$ cat config.mk
export PLATFORM = sky130hd
export DESIGN_NAME = tracker_sequencer
export DESIGN_NICKNAME = d
export VERILOG_FILES = /design/src/rtl/tracker_sequencer_pkg.sv /design/src/rtl/tracker_sequencer_row_timer.sv /design/src/rtl/tracker_sequencer.sv
export SDC_FILE = /design/constraint.sdc
export NUM_CORES = 1
export LEC_CHECK = 0
export CAP_MARGIN = 0
export CORE_MARGIN = 8
export CORE_UTILIZATION = 45
export DETAILED_ROUTE_END_ITERATION = 12
export GPL_ROUTABILITY_DRIVEN = 0
export PLACE_DENSITY = 0.61
export RECOVER_POWER = 50
export SYNTH_ARGS = -nofsm -noshare
export SYNTH_HDL_FRONTEND = slang
export SYNTH_SLANG_ARGS = --single-unit
$ cat constraint.sdc
create_clock -name clk -period 5.4 [get_ports clk]
set_clock_uncertainty 0.05 [all_clocks]
set_input_delay 1.08 -clock clk [delete_from_list [all_inputs] [get_ports clk]]
set_output_delay 1.08 -clock clk [all_outputs]
set_load 0.005 [all_outputs]
$ cat src/rtl/tracker_sequencer_pkg.sv
// Shared types and constants for the tracker voice and its pattern sequencer.
// Defining TRACKER_SEQ_SWING_EN adds the swing feature (longer even rows).
package tracker_sequencer_pkg;

  localparam int SPEED_W = 4;
  localparam int LEN_W   = 9;

  localparam logic [SPEED_W-1:0] SEQ_END_SPEED = '0;

  localparam logic [1:0] INSTR_SIN    = 2'd0;
  localparam logic [1:0] INSTR_SQUARE = 2'd1;
  localparam logic [1:0] INSTR_SAW    = 2'd2;
  localparam logic [1:0] INSTR_RAND   = 2'd3;

  typedef struct packed {
    logic [1:0] instrument;
    logic [7:0] pitch;
  } note_tp;

  typedef struct packed {
    note_tp             note;
    logic [SPEED_W-1:0] speed;
  } row_t;

  typedef enum logic {
    ST_IDLE,
    ST_PLAY
  } seq_state_e;

  // Row duration: tempo 0 counts as 1; swing stretches even rows only.
  function automatic logic [LEN_W-1:0] row_length(input logic [7:0] tempo,
                                                  input logic [3:0] swing,
                                                  input logic       even_row);
    logic [LEN_W-1:0] len;
    len = (tempo == 8'd0) ? LEN_W'(1) : {1'b0, tempo};
    if (even_row) len = len + {5'd0, swing};
    return len;
  endfunction

endpackage

$ cat src/rtl/tracker_sequencer_row_timer.sv
// Loadable down-counter that times how long one pattern row is presented.
// A load of length L raises expire in the L-th cycle after the load edge.
module row_timer
  import tracker_sequencer_pkg::*;
(
  input  logic             clk,
  input  logic             rst,
  input  logic             load,
  input  logic [LEN_W-1:0] length,
  output logic             expire
);

  logic [LEN_W-1:0] cnt_q, cnt_d;
  logic             run_q, run_d;

  // NOTE: every variable assigned in always_comb gets a default first, so no latch is inferred.
  always_comb begin
    cnt_d = cnt_q;
    run_d = run_q;
    if (load) begin
      cnt_d = length - LEN_W'(1);
      run_d = 1'b1;
    end else if (run_q) begin
      if (cnt_q == '0) run_d = 1'b0;
      else             cnt_d = cnt_q - LEN_W'(1);
    end
  end

  // NOTE: state flops use non-blocking assignments so every flop samples pre-edge values.
  always_ff @(posedge clk or posedge rst) begin
    if (rst) begin
      cnt_q <= '0;
      run_q <= 1'b0;
    end else begin
      cnt_q <= cnt_d;
      run_q <= run_d;
    end
  end

  assign expire = run_q && (cnt_q == '0);

endmodule

$ cat src/rtl/tracker_sequencer.sv
// Pattern sequencer feeding the tracker voice: row RAM, tempo stepping, end/loop.
// Build with TRACKER_SEQ_SWING_EN defined to add the swing input.
module tracker_sequencer
  import tracker_sequencer_pkg::*;
#(
  parameter int DEPTH  = 16,
  parameter int ADDR_W = $clog2(DEPTH)
) (
  input  logic               clk,
  input  logic               rst,
  input  logic               wr_en,
  input  logic [ADDR_W-1:0]  wr_addr,
  input  note_tp             wr_note,
  input  logic [SPEED_W-1:0] wr_speed,
  input  logic               play,
  input  logic               stop,
  input  logic               loop_en,
  input  logic [7:0]         tempo,
`ifdef TRACKER_SEQ_SWING_EN
  input  logic [3:0]         swing,
`endif
  output note_tp             note,
  output logic [SPEED_W-1:0] speed,
  output logic [ADDR_W-1:0]  row,
  output logic               busy,
  output logic               row_strobe,
  output logic               done
);

  logic [3:0] swing_eff;
`ifdef TRACKER_SEQ_SWING_EN
  assign swing_eff = swing;
`else
  assign swing_eff = 4'd0;
`endif

  row_t mem [DEPTH];

  // NOTE: the pattern RAM has no reset; a plain clocked write keeps it a RAM, not a flop bank.
  always_ff @(posedge clk) begin
    if (wr_en) mem[wr_addr] <= {wr_note, wr_speed};
  end

  seq_state_e         state_q, state_d;
  note_tp             note_q, note_d;
  logic [SPEED_W-1:0] speed_q, speed_d;
  logic [ADDR_W-1:0]  row_q, row_d;
  logic               busy_q, busy_d;
  logic               strobe_q, strobe_d;
  logic               done_q, done_d;

  logic [ADDR_W-1:0]  next_idx, load_idx;
  row_t               row0_rd, next_rd, load_row;
  logic               do_load, end_hit, expire;
  logic [LEN_W-1:0]   tmr_len;

  assign next_idx = ADDR_W'(row_q + 1'b1);

  // A write landing on the row being fetched is forwarded so the fetch sees new data.
  assign row0_rd = (wr_en && wr_addr == '0)       ? {wr_note, wr_speed} : mem[0];
  assign next_rd = (wr_en && wr_addr == next_idx) ? {wr_note, wr_speed} : mem[next_idx];

  // A silent row 0 (speed 0) is itself an end marker, so it loops or ends each pass.
  assign end_hit = (row_q == ADDR_W'(DEPTH - 1)) || (next_rd.speed == SEQ_END_SPEED) ||
                   (speed_q == SEQ_END_SPEED);

  always_comb begin
    state_d  = state_q;
    note_d   = note_q;
    speed_d  = speed_q;
    row_d    = row_q;
    strobe_d = 1'b0;
    done_d   = 1'b0;
    do_load  = 1'b0;
    load_idx = '0;
    load_row = row0_rd;

    if (stop) begin
      state_d = ST_IDLE;
      speed_d = SEQ_END_SPEED;
      row_d   = '0;
    end else begin
      case (state_q)
        ST_IDLE: begin
          speed_d = SEQ_END_SPEED;
          if (play) begin
            if (row0_rd.speed == SEQ_END_SPEED && !loop_en) begin
              done_d = 1'b1;
              row_d  = '0;
            end else begin
              do_load = 1'b1;
            end
          end
        end
        ST_PLAY: begin
          if (expire) begin
            if (end_hit) begin
              if (loop_en) begin
                do_load = 1'b1;
              end else begin
                state_d = ST_IDLE;
                speed_d = SEQ_END_SPEED;
                row_d   = '0;
                done_d  = 1'b1;
              end
            end else begin
              do_load  = 1'b1;
              load_idx = next_idx;
              load_row = next_rd;
            end
          end
        end
        default: state_d = ST_IDLE;
      endcase
    end

    if (do_load) begin
      state_d  = ST_PLAY;
      row_d    = load_idx;
      note_d   = load_row.note;
      speed_d  = load_row.speed;
      strobe_d = 1'b1;
    end

    busy_d = (state_d == ST_PLAY);
  end

  // Tempo and swing are captured only here, when the timer is loaded.
  assign tmr_len = row_length(tempo, swing_eff, ~load_idx[0]);

  row_timer u_row_timer (
    .clk    (clk),
    .rst    (rst),
    .load   (do_load),
    .length (tmr_len),
    .expire (expire)
  );

  always_ff @(posedge clk or posedge rst) begin
    if (rst) begin
      state_q  <= ST_IDLE;
      note_q   <= '0;
      speed_q  <= '0;
      row_q    <= '0;
      busy_q   <= 1'b0;
      strobe_q <= 1'b0;
      done_q   <= 1'b0;
    end else begin
      state_q  <= state_d;
      note_q   <= note_d;
      speed_q  <= speed_d;
      row_q    <= row_d;
      busy_q   <= busy_d;
      strobe_q <= strobe_d;
      done_q   <= done_d;
    end
  end

  assign note       = note_q;
  assign speed      = speed_q;
  assign row        = row_q;
  assign busy       = busy_q;
  assign row_strobe = strobe_q;
  assign done       = done_q;

endmodule
# == After elaboration in Yosys (flattened, before gate mapping) ==
# Memories as Yosys holds them, arrays and structs flattened.
# Cells that the tools add are included.
# totals
out_inout_bits,21
mem_bits_ro,0
latchBits,0
register_bits,31
ramBits,224
mem_count,1
# mem_list
memory,words,word_bits,rd,rd_ports_with_merged_regs,write_ports,line,source
mem,16,14,2,0,1,tracker_sequencer.sv:37,row_t mem [DEPTH];
# op_classes
muxes,49
reduce_logical,17
div,0
n_mul,0
bitwise,1
n_eq_ne,8
magnitude_cmp,0
n_shift,0
add_sub_neg,3
# ops
cell,count
$mux W14,6
$mux W4,13
$mux W9,3
$mux W1,22
$logic_not A4 Y1,4
$pmux W4 S2,2
$logic_not A9 Y1,1
$sub A8 B1 Y9 const B,1
$sub A9 B1 Y9 const B,1
$logic_not A8 Y1,1
$mux W8,1
$ne A4 B2 Y1 const B,2
$ne A4 B4 Y1 const B,2
$reduce_and A5 Y1,1
$add A4 B1 Y4 const B,1
$eq A4 B4 Y1,1
$eq A4 B4 Y1 const B,1
$logic_and A1 B1 Y1,4
$ne A4 B3 Y1 const B,1
$pmux W1 S2,2
$reduce_and A3 Y1,1
$logic_or A1 B1 Y1,2
$ne A2 B2 Y1 const B,1
$reduce_and A2 Y1,1
other kinds (3),3

# == Longest topological paths before layout ==
# Gate-level depths: netlist of run 1.
# logic_depth
ltp_word,13
ltp_mapped,20
ltp_nobuf,16

# == Hierarchy ==
# Synthesis of run 1 repeated with hierarchy kept, for this count alone.
# unflattened
hier_cells,599
area_unflattened_um2,10859.2
# modules_own_cells
mod,instances,area_per_inst_um2,cells_per_inst,seq_area_each_um2
tracker_sequencer,1,10092.2,521,7252.0
row_timer,1,767.0,78,250.2

# == Worst setup path after synthesis of run 1 ==
# No wires, ideal clock.
# synth_timing
path_kind,input-to-reg
start,input port wr_speed[1]
end,register u_row_timer.cnt_q[6]
slack_ns,1.566
required_time_ns,5.224
setup_time_ns,0.126
arrival_time_ns,3.658
cell_stages,14
cell_sequence,or4_1 > or3_1 > a21oi_1 > nand2b_1 > a21oi_1 > nor3b_4 > inv_2 > buf_6 > o21ai_0 > ha_1 > nand2_1 > nor3_1 > xnor2_1 > mux2i_1
# synth_between
elab_chain_len,10
word_cells_on_any_way,17
cone_classes,1 x eq/ne; 9 x mux; 7 x reduce/logical
# synth_lines
element,line,source
"start, declared",tracker_sequencer.sv:14,"input logic [SPEED_W-1:0] wr_speed,"
$mux W14,tracker_sequencer.sv:61,"assign next_rd = (wr_en && wr_addr == next_idx) ? {wr_note, wr_speed} : mem[next_idx];"
$logic_not A4 Y1,tracker_sequencer.sv:64,assign end_hit = (row_q == ADDR_W'(DEPTH - 1)) || (next_rd.speed == SEQ_END_SPEED) ||
$logic_or A1 B1 Y1 (2 in a row),tracker_sequencer.sv:64,
$mux W1,tracker_sequencer.sv:97,if (end_hit) begin
$mux W1,tracker_sequencer.sv:96,if (expire) begin
$pmux W1 S2 *,tracker_sequencer.sv:83,case (state_q)
$mux W1 *,tracker_sequencer.sv:78,if (stop) begin
named net do_load,tracker_sequencer.sv:54,"logic do_load, end_hit, expire;"
$ne A2 B2 Y1 (no source line) / $reduce_bool A2 Y1 (equally long branches),n/a,
$reduce_and A2 Y1 (no source line),n/a,
"end signal, assigned",tracker_sequencer_row_timer.sv:35,cnt_q <= cnt_d;
"end, declared",tracker_sequencer_row_timer.sv:13,"logic [LEN_W-1:0] cnt_q, cnt_d;"
# The timed path passes the listed nets; every way through them passes the cells marked *.
# A chain may end at the register's enable or synchronous reset.

# == Worst setup path after layout of run 1 ==
# layout_timing
start,"register row_q[0], in the netlist row[0]"
end,register u_row_timer.cnt_q[6]
# layout_between
elab_chain_len,13
word_cells_on_any_way,17
cone_classes,1 x add/sub; 3 x eq/ne; 6 x mux; 6 x reduce/logical; 1 x memory
# layout_lines
element,line,source
"start, declared",tracker_sequencer.sv:47,"logic [ADDR_W-1:0] row_q, row_d;"
"start signal, assigned",tracker_sequencer.sv:152,row_q <= row_d;
"parallel branches: the longest is 5 deep, another holds $mem_v2 Z16 W14",n/a,
$logic_or A1 B1 Y1 * (2 in a row),tracker_sequencer.sv:64,
$mux W1 *,tracker_sequencer.sv:97,
$mux W1 *,tracker_sequencer.sv:96,
$pmux W1 S2 *,tracker_sequencer.sv:83,
$mux W1 *,tracker_sequencer.sv:78,
$ne A2 B2 Y1 (no source line) / $reduce_bool A2 Y1 (equally long branches),n/a,
$reduce_and A2 Y1 (no source line),n/a,
# Every way passes the cells marked *.

==> impl_metrics.toml, run 1 <==
[cells_and_area]
nFillCells = 1892
area_growth_pct = 17.4
drive_above_1_share_pct = 19.4
antenna_cells = 0
final_common_cell = "edfxtp_1"
final_cells = 1030
mostFrequentLayoutCells = "224 x edfxtp_1, 58 x mux4_2, 37 x nor2_1"
layout.nets = 724

[die]
fp.coreArea_mm2 = 0.0234
io_pins = 53
die_w_um = 170
chipHeight_um = 170
rows = 56
initial_core_util_pct = 45.6
dieArea_mm2 = 0.0289

[timing]
setup_viol_count_final = 0
slew_viol_final = 32
worstMarginPinSlew_ps = 1980
timing.slew.headroom_pct = -32.1
fin_crit_ps = 4680
rsz0062_at_grt = "false"
setup_tns_ps = 0
hold_violations = 0
period_share_pct = 86.7
max_freq_ghz = 0.214

[cts]
clk_latency_ps = 530
cts_buffers = 27
cts_root_buffer = "clkbuf_16"
cts.repair.resized = 0
cts_setup_buffers = 0
hold_buffers = 0
clock-sinks = 255
cts_tree = "built"
clk_pin_slew_ps = 60
clock_path_buffers = 3
h-tree-depth = 1

[synthesis]
yosysWarnings = 0
synth_top_area_share_pct = 63.0
synth.area.top_cells = "edfxtp_1 63%, mux4_2 12%, dfrtp_1 7.3%, mux2i_1 1.5%, nor2_1 1.3%"
yosysSeqAreaShare_pct = 70.3
syn_area_mm2 = 0.0107
synthFlopType = "edfxtp_1"
synth_edf_count = 224
synthCells = 609
ys_seq_elements = 255
async_flop_share_pct = 12.2
synth_nets = 643
synth_top_area_cell = "edfxtp_1"
ys_types = 53
avgSynthCellArea_um2 = 17.5

[power]
combPwrFrac_pct = 7.2
power_density_mw_per_mm2 = 353
irDropWorstVdd_v = 0.000209
internal_power_mw = 3.46
p_seq_share_pct = 51.8
power.total_mw = 4.43
switching_share_pct = 21.8
power.share.clock_pct = 41.0
p_switching_mw = 0.966
leakage_nw = 4.05

[worst_hold_path]
holdPathEnd = "note[4]"
min_path_type = "register to register"
holdCritStartpoint = "note[4]"
min_path_cells = 2

[setup_path]
cp_cell_sequence = "ha_4, mux2_2, nor3_1, a311oi_1, or4_1, and4_4, nor3b_4, inv_2, o21ai_0, ha_1, nand2_1, nor3_1, xnor2_1, mux2i_1"
r2r-start = "row[0]"
crit_slowest_cell = "ha_4"
cp-end-kind = "register"
r2r_end = "u_row_timer.cnt_q[6]"
timing.critical_path.mode_cell = "nor3_1"
startpoint_type = "register"
critical_path_class = "register to register"
worstPathRequired_ps = 5750
path_max_fanout = 51
max_stage_delay_ps = 810
regToRegSetupSlack_ps = 720
reg2reg_depth = 14
critPathBufInv = 1
crit_family = "simple AND/OR/NAND/NOR gates"
crit_arrival_ps = 5040

[routing]
viasPerCell = 5.75
met1_length_um = 10600
vias = 5920
drt-initial-drc-count = 656
wl_um = 24600
top_layer = "met4"
wl_met3_um = 1430
wl_per_cell_um = 23.9
drc = 0
ant_nets = 0
met2_length_um = 11900
drtPass1Iterations = 5

[placed_design]
numPortBuffers = 52
dp_cells = 980
dpl.hpwl_um = 15100

[grt]
grt_overflow = 0
grt_max_degree = 63
grt_pass1_vias = 6102
track_usage_pct = 17.3
antenna_found_initial = 0
grt_pass1_wl_um = 37400

[job]
cap_violations = 1

[status]
violations = "capacitance limit, slew limit"
status = "complete, but fails checks"
[how the worst max path moves through the flow]
| stage | from | end | slack (ps) | depth (start not counted) |
|---|---|---|---|---|
| floorplan | wr_speed[1] | u_row_timer.cnt_q[6] | 1570 | 14 |
| CTS | row[0] | u_row_timer.cnt_q[6] | 710 | 14 |
| finish | row[0] | u_row_timer.cnt_q[6] | 720 | 14 |
| global placement | row[0] | u_row_timer.cnt_q[6] | 880 | 14 |
| global route | row[0] | u_row_timer.cnt_q[6] | 380 | 14 |
| detailed placement | row[0] | u_row_timer.cnt_q[6] | 750 | 14 |
[sequential cells by signal, summed over array words and instances, names as in the netlist]
signal and flops:
busy 1, done 1, u_row_timer.cnt_q 9, row_strobe 1, speed 4, mem 224
note 10, u_row_timer.run_q 1, row 4
[tightest hold or removal path, stage by stage (launching register included)]
cell     delay [ps]
dfrtp_1         340
nand2_1          60
o31ai_1          60
[power by group through the flow]
| stage | Combinational (mW) | Clock, mW | Sequential [mW] |
|---|---|---|---|
| floorplan | 0.178 | 0 | 2.32 |
| global placement | 0.315 | 0 | 2.33 |
| detailed placement | 0.323 | 0 | 2.33 |
| CTS | 0.325 | 1.85 | 2.29 |
| global route | 0.351 | 1.93 | 2.30 |
| finish | 0.319 | 1.81 | 2.29 |
[layout make-up]
class	instances	area [um^2]	share of cell area, %
multi-input combinational	318	3020	24.1
timing repair buffer	79	701	5.59
tap	319	399	3.19
inverter	9	33.8	0.270
clock inverter	15	158	1.26
clock buffer	35	716	5.71
sequential	255	7510	59.9
[layer usage]
layer / vias up / track usage (%)
met5: - / 0
met4: 0 / 5.80
met3: 45 / 2.99
met2: 192 / 28.0
met1: 3076 / 23.4
li1: 2607 / -
[stage by stage]
stage	util [%]	hold slack [ps]	setup slack [ps]	instance area, um^2
global placement	49.9	421	876	11700
finish	53.5	438	719	12500
global route	53.5	471	379	12500
CTS	53.6	443	714	12600
detailed placement	49.9	422	748	11700
floorplan	-	423	1570	10700
[synth_stat cells, types with 2 or more instances]
| master | n |
|---|---|
| nand4_1 | 3 |
| nand3b_1 | 2 |
| nand2b_1 | 8 |
| nand3_1 | 8 |
| mux2_2 | 9 |
| nor2_1 | 37 |
| or4_1 | 5 |
| xor2_1 | 9 |
| o21ai_0 | 13 |
| a311oi_1 | 3 |
| or3_1 | 2 |
| nor4_1 | 3 |
| xnor2_1 | 8 |
| buf_2 | 15 |
| o41ai_1 | 2 |
| ha_1 | 2 |
| buf_4 | 4 |
| clkbuf_1 | 5 |
| o31ai_1 | 10 |
| mux4_2 | 58 |
| o22ai_1 | 11 |
| o21ai_1 | 2 |
| a31oi_1 | 3 |
| dfrtp_1 | 31 |
| a21oi_1 | 14 |
| mux2i_1 | 16 |
| edfxtp_1 | 224 |
| o221ai_1 | 4 |
| a22o_1 | 2 |
| nor3_1 | 15 |
| a211oi_1 | 9 |
| inv_1 | 8 |
| nor2b_1 | 11 |
| nand2_1 | 34 |
[cell families (layout without fill, tap and decap cells)]
logic type | count (synthesis) | after routing | synth area share (%)
fa+ha+maj | 2 | 2 | 0.234
flops | 255 | 255 | 70.3
mux | 83 | 83 | 14.7
simple gates | 137 | 137 | 6.42
buf+inv | 36 | 138 | 1.66
xor+xnor | 20 | 20 | 2.03
compound gates | 76 | 76 | 4.69
No activity file was read; power rests on OpenSTA's default activity.
==> run 2: changes to the inputs <==
--- a/config.mk
+++ b/config.mk
@@ -5,7 +5,7 @@
 export SDC_FILE = /design/constraint.sdc
 export NUM_CORES = 1
 export LEC_CHECK = 0
-export CAP_MARGIN = 0
+export CAP_MARGIN = 25
 export CORE_MARGIN = 8
 export CORE_UTILIZATION = 45
 export DETAILED_ROUTE_END_ITERATION = 12
==> run 2 against run 1 <==
Net effect: sequential share of layout area decreased by 0.17 points; via count increased by 0.66%; largest cell class unchanged; flip-flop and latch count unchanged; wire length decreased by 0.18%; worst setup slack improved by 15 ps; the run still ends with capacitance limit, slew limit left.
==> impl_metrics.toml, run 2 (same netlist as run 1, synthesis figures left out) <==
[status]
status = "complete, but fails checks"
violations = "capacitance limit, slew limit"

[timing]
fin_crit_ps = 4670
rsz0062_at_grt = "false"
setup_viol_count_final = 0
timing.slew.headroom_pct = -31.7
worstMarginPinSlew_ps = 1980
max_freq_ghz = 0.214
period_share_pct = 86.4
setup_tns_ps = 0
hold_violations = 0
slew_viol_final = 32

[routing]
wl_um = 24600
drt-initial-drc-count = 678
ant_nets = 0
wl_per_cell_um = 23.9
drc = 0
vias = 5959
drtPass1Iterations = 5
viasPerCell = 5.79

[grt]
grt_overflow = 0
grt_max_degree = 63
antenna_found_initial = 0
grt_pass1_vias = 6186
track_usage_pct = 17.4
grt_pass1_wl_um = 37700

[placed_design]
dp_cells = 981
dpl.hpwl_um = 15100
numPortBuffers = 52

[setup_path]
r2r-start = "row[0]"
r2r_end = "u_row_timer.cnt_q[6]"
path_max_fanout = 51
cp-end-kind = "register"
crit_arrival_ps = 5020
reg2reg_depth = 14
critical_path_class = "register to register"
timing.critical_path.mode_cell = "nor3_1"
regToRegSetupSlack_ps = 730
cp_cell_sequence = "ha_4, mux2_2, nor3_1, a311oi_1, or4_1, and4_4, nor3b_4, inv_2, o21ai_0, ha_1, nand2_1, nor3_1, xnor2_1, mux2i_1"
setup.worst_path.end = "u_row_timer.cnt_q[6]"
crit_slowest_cell = "ha_4"
worstPathRequired_ps = 5750
max_stage_delay_ps = 800
startpoint = "row[0]"
startpoint_type = "register"

[cells_and_area]
layout.nets = 725
regArea_mm2 = 0.00751
largest_reg_flops = 224
multi_input_area_mm2 = 0.00302
mostFrequentLayoutCells = "224 x edfxtp_1, 58 x mux4_2, 37 x nor2_1"
area_growth_pct = 17.7
regMostFlops = "mem"
fin_util_pct = 53.7
drive_above_1_share_pct = 19.8
nFillCells = 1852
antenna_cells = 0
final_common_cell = "edfxtp_1"
final_cells = 1030

[cts]
cts_buffers = 27
cts_setup_buffers = 0
clock_path_buffers = 3
cts_root_buffer = "clkbuf_16"
clock-sinks = 255
clk_pin_slew_ps = 60
cts_tree = "built"
h-tree-depth = 1
clk_latency_ps = 520
hold_buffers = 0
cts.repair.resized = 0

[job]
cap_violations = 1

[die]
chipHeight_um = 170
fp.coreArea_mm2 = 0.0234
rows = 56
die_w_um = 170
io_pins = 53
dieArea_mm2 = 0.0289
initial_core_util_pct = 45.6

[power]
power_density_mw_per_mm2 = 356
irDropWorstVdd_v = 0.000260
power.total_mw = 4.47
leakage_nw = 4.08

[worst_hold_path]
min_path_type = "register to register"
run 2: how the worst min path moves through the flow:
stage / endpoint / depth (start not counted) / slack (ps) / start
after floorplan: note[0] / 2 / 420 / note[0]
after detailed placement: note[7] / 2 / 420 / note[7]
final: note[4] / 2 / 440 / note[4]
after CTS: note[4] / 2 / 430 / note[4]
after global routing: note[8] / 2 / 470 / note[8]
after global placement: note[0] / 2 / 420 / note[0]
run 2: layer usage:
metal	vias up	track usage [%]	wire length, um
met5	-	0	0
met4	0	7.51	951
met3	66	3.50	1700
met2	210	27.6	11500
met1	3065	23.1	10400
li1	2618	-	-
run 2: power breakdown:
part	total [mW]	internal [mW]	switching (mW)
combinational	0.321	0.148	0.173
sequential	2.30	2.24	0.0593
clock	1.85	1.12	0.730
total	4.47	3.50	0.963
run 2: through the flow:
step / cell area (um^2) / hold slack, ps / setup slack (ps)
CTS: 12600 / 433 / 728
detailed placement: 11700 / 417 / 756
global placement: 11700 / 421 / 876
global route: 12600 / 472 / 362
floorplan: 10700 / 423 / 1570
finish: 12600 / 437 / 734
run 2: critical path: cells and delay by family (launching register included):
kind	cells	cell delay (ps)
buf+inv	1	150
mux	2	510
flops	1	610
compound gates	2	260
xor+xnor	1	150
simple gates	6	1660
fa+ha+maj	2	1100
run 2: cell type report:
cell class	count	share of cell area, %
multi-input combinational	318	24.0
clock inverter	11	1.13
sequential	255	59.7
inverter	9	0.269
clock buffer	38	6.02
tap	319	3.18
timing repair buffer	80	5.67
==> run 3: changes to the inputs <==
--- a/config.mk
+++ b/config.mk
@@ -10,6 +10,8 @@
 export CORE_UTILIZATION = 45
 export DETAILED_ROUTE_END_ITERATION = 12
 export GPL_ROUTABILITY_DRIVEN = 0
+export GPL_TIMING_DRIVEN = 0
+export MAX_ROUTING_LAYER = met4
 export PLACE_DENSITY = 0.61
 export RECOVER_POWER = 50
 export SYNTH_ARGS = -nofsm -noshare
==> run 3 against run 2 <==
Net effect: clock power hardly changed; non-clock buffer count up 15; cell area up 1.6%; the run now ends clean; wire length grew 5.3%; critical endpoint unchanged; final cell count rose by 1.5%; global-route usage rose by 1.2 points; die area did not move; largest power group unchanged.
==> impl_metrics.toml, run 3 (same netlist as run 1, synthesis figures left out) <==
[cells_and_area]
nFillCells = 1866
drive_above_1_share_pct = 22.6
regMostFlops = "mem"
final_cells = 1045
layout.nets = 740
mostFrequentLayoutCells = "224 x edfxtp_1, 58 x mux4_2, 36 x clkdlybuf4s50_1"
largest_reg_flops = 224
area_growth_pct = 19.5
final_common_cell = "edfxtp_1"
antenna_cells = 0

[grt]
grt_use_met3_pct = 3.57
grt_pass1_wl_um = 38900
busiest_layer = "met2"
grt_pass1_vias = 6346
grt_max_degree = 19
antenna_found_initial = 0
grt_use_met1_pct = 25.3
grt_overflow = 0
track_usage_pct = 18.6
grtUsageMet2_pct = 28.1

[timing]
max_freq_ghz = 0.219
hold_violations = 0
timing.slew.headroom_pct = 23.7
rsz0062_at_grt = "false"
period_share_pct = 84.6
worstMarginPinSlew_ps = 1140
setup_viol_count_final = 0
slew_viol_final = 0
fin_crit_ps = 4570
setup_tns_ps = 0

[cts]
cts_tree = "built"
clk_latency_ps = 520
hold_buffers = 0
cts_setup_buffers = 0
clk_pin_slew_ps = 60
cts.repair.resized = 0
cts_buffers = 27
clock_path_buffers = 3
h-tree-depth = 1
clock-sinks = 255
cts_root_buffer = "clkbuf_16"

[power]
power_density_mw_per_mm2 = 352
leakage_nw = 4.18
irDropWorstVdd_v = 0.000221

[worst_hold_path]
min_path_type = "register to register"
min_path_cells = 2

[placed_design]
dp_cells = 996
dpl.hpwl_um = 17500
numPortBuffers = 52

[setup_path]
startpoint_type = "primary input"
crit_arrival_ps = 4920
cp-end-kind = "register"
path_max_fanout = 18
critical_path_class = "primary input to register"
reg2reg_depth = 16
worstPathRequired_ps = 5750

[routing]
vias = 6061
wl_um = 25900
ant_nets = 0
drt-initial-drc-count = 593
wl_per_cell_um = 24.8
viasPerCell = 5.80
drc = 0
drtPass1Iterations = 5

[die]
dieArea_mm2 = 0.0289
rows = 56
die_w_um = 170
chipHeight_um = 170
fp.coreArea_mm2 = 0.0234
initial_core_util_pct = 45.6
io_pins = 53

[job]
cap_violations = 0

[status]
status = "finished, final reports clean"
==> run 3: worst paths after layout <==
path / slack (ps) / start / end
min reg2reg: 440 / note[3] / note[3]
min: 440 / note[3] / note[3]
max: 830 / wr_speed[2] / u_row_timer.cnt_q[6]
max in group asynchronous: 2820 / rst / row_strobe
min in group asynchronous: 1020 / rst / speed[3]
max reg2reg: 920 / row[0] / u_row_timer.cnt_q[6]
==> run 3: routing by layer <==
metal	share of wire [%]	wire, um	up-vias
li1	-	-	2640
met1	44	11300	3128
met2	46	11900	245
met3	7.7	1980	48
met4	2.7	710	0
met5	0	0	-
==> run 3: layout make-up <==
cell class	count	area (um^2)	share of cell area, %
Inverter	9	33.8	0.265
Clock buffer	37	763	5.98
Timing Repair Buffer	68	758	5.94
Clock inverter	12	141	1.11
Buffer	27	144	1.13
Multi-Input combinational cell	318	3020	23.7
Sequential cell	255	7500	58.8
Tap cell	319	399	3.13
==> run 3: metrics by stage <==
step / worst slack (ps) / hold slack [ps] / power (mW) / utilization [%] / instance area (um^2)
2_1_floorplan: 1570 / 423 / 2.50 / - / 10700
3_3_place_gp: 378 / 441 / 2.65 / 49.5 / 11600
3_5_place_dp: 304 / 430 / 2.67 / 50.8 / 11900
4_1_cts: 829 / 443 / 4.53 / 54.7 / 12800
5_1_grt: 475 / 484 / 4.63 / 54.5 / 12800
6_report: 834 / 442 / 4.49 / 54.5 / 12800
==> run 3: power by group <==
part           switching [mW]  total (mW)  internal, mW  leakage, nW
Sequential             0.0631        2.30          2.24         2.42
Clock                   0.738        1.87          1.13        0.439
Combinational           0.173       0.324         0.152         1.33
==> run 3: critical path: stages <==
cell and delay (ps):
dlygate4sd3_1 790, or4_1 660, or3_1 440, a21oi_1 130, nand2b_1 130, a21oi_1 120
nor3b_4 280, inv_2 100, buf_6 150, o21ai_0 150, ha_1 310, nand2_1 120
nor3_1 200, xnor2_1 150, mux2i_1 90
